`src/rtl/sdp_wdma_cmd_sfifo_ctrl.sv`:
```
// sdp_wdma_cmd_sfifo_ctrl
//
// Control half of the SDP WDMA command skid FIFO. It holds 4 entries of 15-bit
// command payload and has a valid/ready handshake on both sides. This block
// keeps the write pointer, read pointer and occupancy count. The payload itself
// lives in a companion 4x15 flop RAM: this block drives that RAM's write and
// read ports and passes the RAM's combinational read data out as the FIFO head.
//
// Ports:
//   nvdla_core_clk / nvdla_core_rst  clock, synchronous active-high reset
//   wr_pvld / wr_prdy / wr_pd        upstream (command generator) handshake
//   rd_pvld / rd_prdy / rd_pd        downstream (request packer) handshake
//   ram_we / ram_wa / ram_di         flop RAM write port
//   ram_ra / ram_dout                flop RAM read port (combinational read)
//   pwrbus_ram_pd                    RAM power bus; the parent routes it, unused here
//   fifo_count / fifo_idle           occupancy (0..4) and idle status

module sdp_wdma_cmd_sfifo_ctrl #(
    parameter int DEPTH = 4,
    parameter int WIDTH = 15
) (
    input  logic             nvdla_core_clk,
    input  logic             nvdla_core_rst,
    input  logic             wr_pvld,
    output logic             wr_prdy,
    input  logic [WIDTH-1:0] wr_pd,
    output logic             rd_pvld,
    input  logic             rd_prdy,
    output logic [WIDTH-1:0] rd_pd,
    output logic             ram_we,
    output logic [1:0]       ram_wa,
    output logic [WIDTH-1:0] ram_di,
    output logic [2:0]       ram_ra,
    input  logic [WIDTH-1:0] ram_dout,
    input  logic [31:0]      pwrbus_ram_pd,
    output logic [2:0]       fifo_count,
    output logic             fifo_idle
);

    logic [1:0] wr_adr_q, wr_adr_d;
    logic [1:0] rd_adr_q, rd_adr_d;
    logic [2:0] count_q,  count_d;
    logic       wr_accept;
    logic       rd_accept;
    logic       unused_pwrbus;

    assign unused_pwrbus = ^pwrbus_ram_pd;

    // wr_prdy looks only at the registered count, never at rd_prdy, so there
    // is no combinational path from the read side to the write side.
    assign wr_prdy   = !nvdla_core_rst && (count_q != 3'(DEPTH));
    assign wr_accept = wr_pvld && wr_prdy;
    assign rd_pvld   = (count_q != 3'd0);
    assign rd_accept = rd_pvld && rd_prdy;

    assign ram_we     = wr_accept;
    assign ram_wa     = wr_adr_q;
    assign ram_di     = wr_pd;
    // Bit 2 selects the RAM's write-data bypass, which is never used: a write
    // only becomes visible on the read side one cycle later.
    assign ram_ra     = {1'b0, rd_adr_q};
    assign rd_pd      = ram_dout;
    assign fifo_count = count_q;
    assign fifo_idle  = (count_q == 3'd0) && !wr_pvld;

    // The 2-bit pointers wrap naturally. Full and empty are told apart by the
    // count, not by comparing the pointers.
    always_comb begin
        wr_adr_d = wr_adr_q;
        rd_adr_d = rd_adr_q;
        count_d  = count_q;
        if (wr_accept) begin
            wr_adr_d = wr_adr_q + 2'd1;
        end
        if (rd_accept) begin
            rd_adr_d = rd_adr_q + 2'd1;
        end
        case ({wr_accept, rd_accept})
            2'b10:   count_d = count_q + 3'd1;
            2'b01:   count_d = count_q - 3'd1;
            default: count_d = count_q;
        endcase
    end

    always_ff @(posedge nvdla_core_clk) begin
        if (nvdla_core_rst) begin
            wr_adr_q <= 2'd0;
            rd_adr_q <= 2'd0;
            count_q  <= 3'd0;
        end else begin
            wr_adr_q <= wr_adr_d;
            rd_adr_q <= rd_adr_d;
            count_q  <= count_d;
        end
    end

endmodule

```
`config.mk`:
```
export PLATFORM = sky130hd
export DESIGN_NAME = sdp_wdma_cmd_sfifo_ctrl
export DESIGN_NICKNAME = d
export VERILOG_FILES = /design/src/rtl/sdp_wdma_cmd_sfifo_ctrl.sv
export SDC_FILE = /design/constraint.sdc
export NUM_CORES = 1
export LEC_CHECK = 0
export CORE_MARGIN = 2
export CORE_UTILIZATION = 20
export DETAILED_ROUTE_END_ITERATION = 12
export HOLD_SLACK_MARGIN = 0.02
export PLACE_DENSITY = 0.79
export SYNTH_ARGS = -nofsm -noshare
export SYNTH_HDL_FRONTEND = slang
export SYNTH_SLANG_ARGS = --single-unit
```
`constraint.sdc`:
```
create_clock -name nvdla_core_clk -period 2.6 [get_ports nvdla_core_clk]
set_input_delay 0.39 -clock nvdla_core_clk [delete_from_list [all_inputs] [get_ports nvdla_core_clk]]
set_output_delay 0.39 -clock nvdla_core_clk [all_outputs]
set_load 0.02 [all_outputs]
```
==> flow_summary.yaml <==
timing:
  finalSetupViolCount: 0
  finalCritPeriodShare_pct: 88.8
  hold_slack_ns: 0.492
  fmax_mhz: 433
  tns_ns: 0
  setup_ws_ns: 0.290
  period_minus_slack_ns: 2.31
  finalHoldViolCount: 0
  maxSlewViolCount: 0
  rsz0062_at_grt: "false"
  fin_skew_ns: 0.00218
critical_path:
  crit_path_start_kind: "register"
  cp_max_fo: 7
  end_kind: "register"
  criticalPathCategory: "register to register"
  required_ns: 2.78
  rr_worst_depth: 9
  critPathCapture: "fifo_count[2]"
  startpoint: "fifo_count[2]"
  r2r-start: "fifo_count[2]"
  worstReg2RegEnd: "fifo_count[2]"
  cp_data_arrival_time_ns: 2.49
  reg2reg_slack_ns: 0.29
grt:
  grt_pass1_wl_um: 1690
  antenna_found_initial: 0
  global_route.overflow_total: 0
  grt_use_total_pct: 6.79
  grt_pass1_vias: 381
  grt_max_degree: 11
status:
  outcome: "complete, but fails checks"
  violations: "DRC"
route:
  ant_nets: 0
  detail_route.wirelength_um: 998
  dr.first_iter.drc_count: 32
  wire_per_inst_um: 10.8
  firstDrtPassIters: 8
  drc: 1
  avgViaCountPerCell: 4.00
  dr_total_vias: 368
cells_and_area:
  final_layout_size_suffix_gt1_share_pct: 11.5
  fin_cells: 92
  area_delta_synth_final_pct: -3.93
  nets: 130
  diodes: 0
yosys:
  seq_area_frac_synth_pct: 23.1
  netlist_area_um2: 606
  synth_ff_type: "dfxtp_1"
  synthDistinctLibCells: 21
  async_flop_share_pct: 0
  synth_edf_count: 0
  syn_avg_cell_area_um2: 8.18
  yosys-top-cells-count: "buf_4 (31), nor2_1 (9), dfxtp_1 (7)"
  synth_area_leaders: "buf_4 (38%), dfxtp_1 (23%), nor2_1 (5.6%)"
  ys_ff_latch: 7
  postSynthCellCount: 74
  yosysWarnings: 0
  yosysTopAreaCellShare_pct: 38.4
  synth_top_area_cell: "buf_4"
  yosysMostFrequentCell: "buf_4"
  syn_nets: 142
clocking:
  cts_buffers: 3
  cts.sink_count: 7
  ctsResizeCount: 0
  clk_latency_ns: 0.25
  cts_tree: "built"
  hold_buffers: 0
  clockBufferDepth: 2
  postCtsSetupRepairBufs: 0
  h-tree-depth: 1
  root_buffer: "clkbuf_4"
  clkTransAtPathRegs_ns: 0.05
place:
  port_buffers: 14
  dp_slack_ns: 0.218
  gp_congestion: 0.701
  hpwlAfterDp_um: 753
  placed_cells: 88
floorplanning:
  die_y_um: 59.0
  die_area_um2: 3480
  coreArea_um2: 2810
  dieWidth_um: 59.0
  initial_core_util_pct: 21.6
  num_io_pins: 108
  rows: 19
power_and_ir_drop:
  power_density_nw_per_um2: 1030
  p_leak_uw: 0.000217
  vdd_drop_max_v: 0.000156
worst_hold_path:
  holdCritPathClass: "register to register"
job:
  cap_violations: 0
-- registers in the layout, summed over array words and instances, names as in the netlist --
signal and flops:
fifo_count 3, rd_adr_q 2, ram_wa 2
-- cell families (layout without fill, tap and decap cells) --
| kind of cell | Yosys count | count (layout) | share of synthesized area [%] |
|---|---|---|---|
| buf+inv | 35 | 22 | 40.9 |
| simple gates | 17 | 17 | 14.5 |
| compound gates | 7 | 7 | 7.23 |
| flops | 7 | 7 | 23.1 |
| xor+xnor | 4 | 4 | 5.79 |
| fa+ha+maj | 2 | 2 | 5.37 |
| other cells | 1 | 1 | 0.619 |
| mux | 1 | 1 | 2.48 |
-- where the power goes --
group          switching (uW)  leakage (uW)  total [uW]  internal, uW
Sequential               42.9     0.0000573         181           138
Combinational             161      0.000145         323           162
Clock                    39.4     0.0000150        97.9          58.5
-- how the worst min path moves through the flow --
stage	start	endpoint	cells after the start
6_report	ram_wa[1]	ram_wa[1]	2
5_1_grt	ram_wa[1]	ram_wa[1]	2
4_1_cts	ram_wa[1]	ram_wa[1]	2
3_5_place_dp	ram_wa[1]	ram_wa[1]	2
3_3_place_gp	ram_wa[1]	ram_wa[1]	2
2_1_floorplan	ram_wa[1]	ram_wa[1]	2
-- critical path, stage by stage, from the launching register on --
cell and delay [ns]:
dfxtp_1 0.43, nor3b_2 0.28, nand2b_1 0.20, or2_1 0.12, ha_1 0.18, inv_1 0.06, fa_1 0.37, xor2_1 0.16
or3_1 0.30, a21oi_1 0.13
-- area by class of cell --
class	instances	area, um2
Tap cell	31	38.8
Clock buffer	4	26.3
Timing Repair Buffer	15	148
Fill cell	324	2220
Sequential cell	7	140
Multi-Input combinational cell	32	218
Inverter	3	11.3
-- layer usage --
| metal | GRT usage [%] | vias up | part of all wire, % |
|---|---|---|---|
| met5 | 0 | - | 0 |
| met4 | 9.09 | 0 | 2.7 |
| met3 | 2.84 | 12 | 15 |
| met2 | 9.52 | 16 | 44 |
| met1 | 6.54 | 164 | 39 |
| li1 | - | 176 | - |
-- stage by stage --
stage	util, %	area (um2)	power, uW
finish	20.7	582	602
global route	20.7	582	657
CTS	20.7	582	615
detailed placement	19.8	556	509
global placement	19.8	556	501
floorplan	-	606	440
-- placed cells by master (no fill, tap or decap) --
master	count
clkbuf_1	1
fa_1	1
nor3b_2	1
buf_4	1
inv_1	3
nand2b_1	1
clkbuf_4	3
dfxtp_1	7
nand2_1	1
or3_1	3
nor2b_1	1
mux2_4	1
o311ai_1	1
nor2_1	9
a21oi_1	3
conb_1	1
ha_1	1
xnor2_1	1
xor2_1	3
o31a_2	1
or2_1	1
clkdlybuf4s50_1	14
o21ai_0	2
Power figures use the tool's default switching activity.
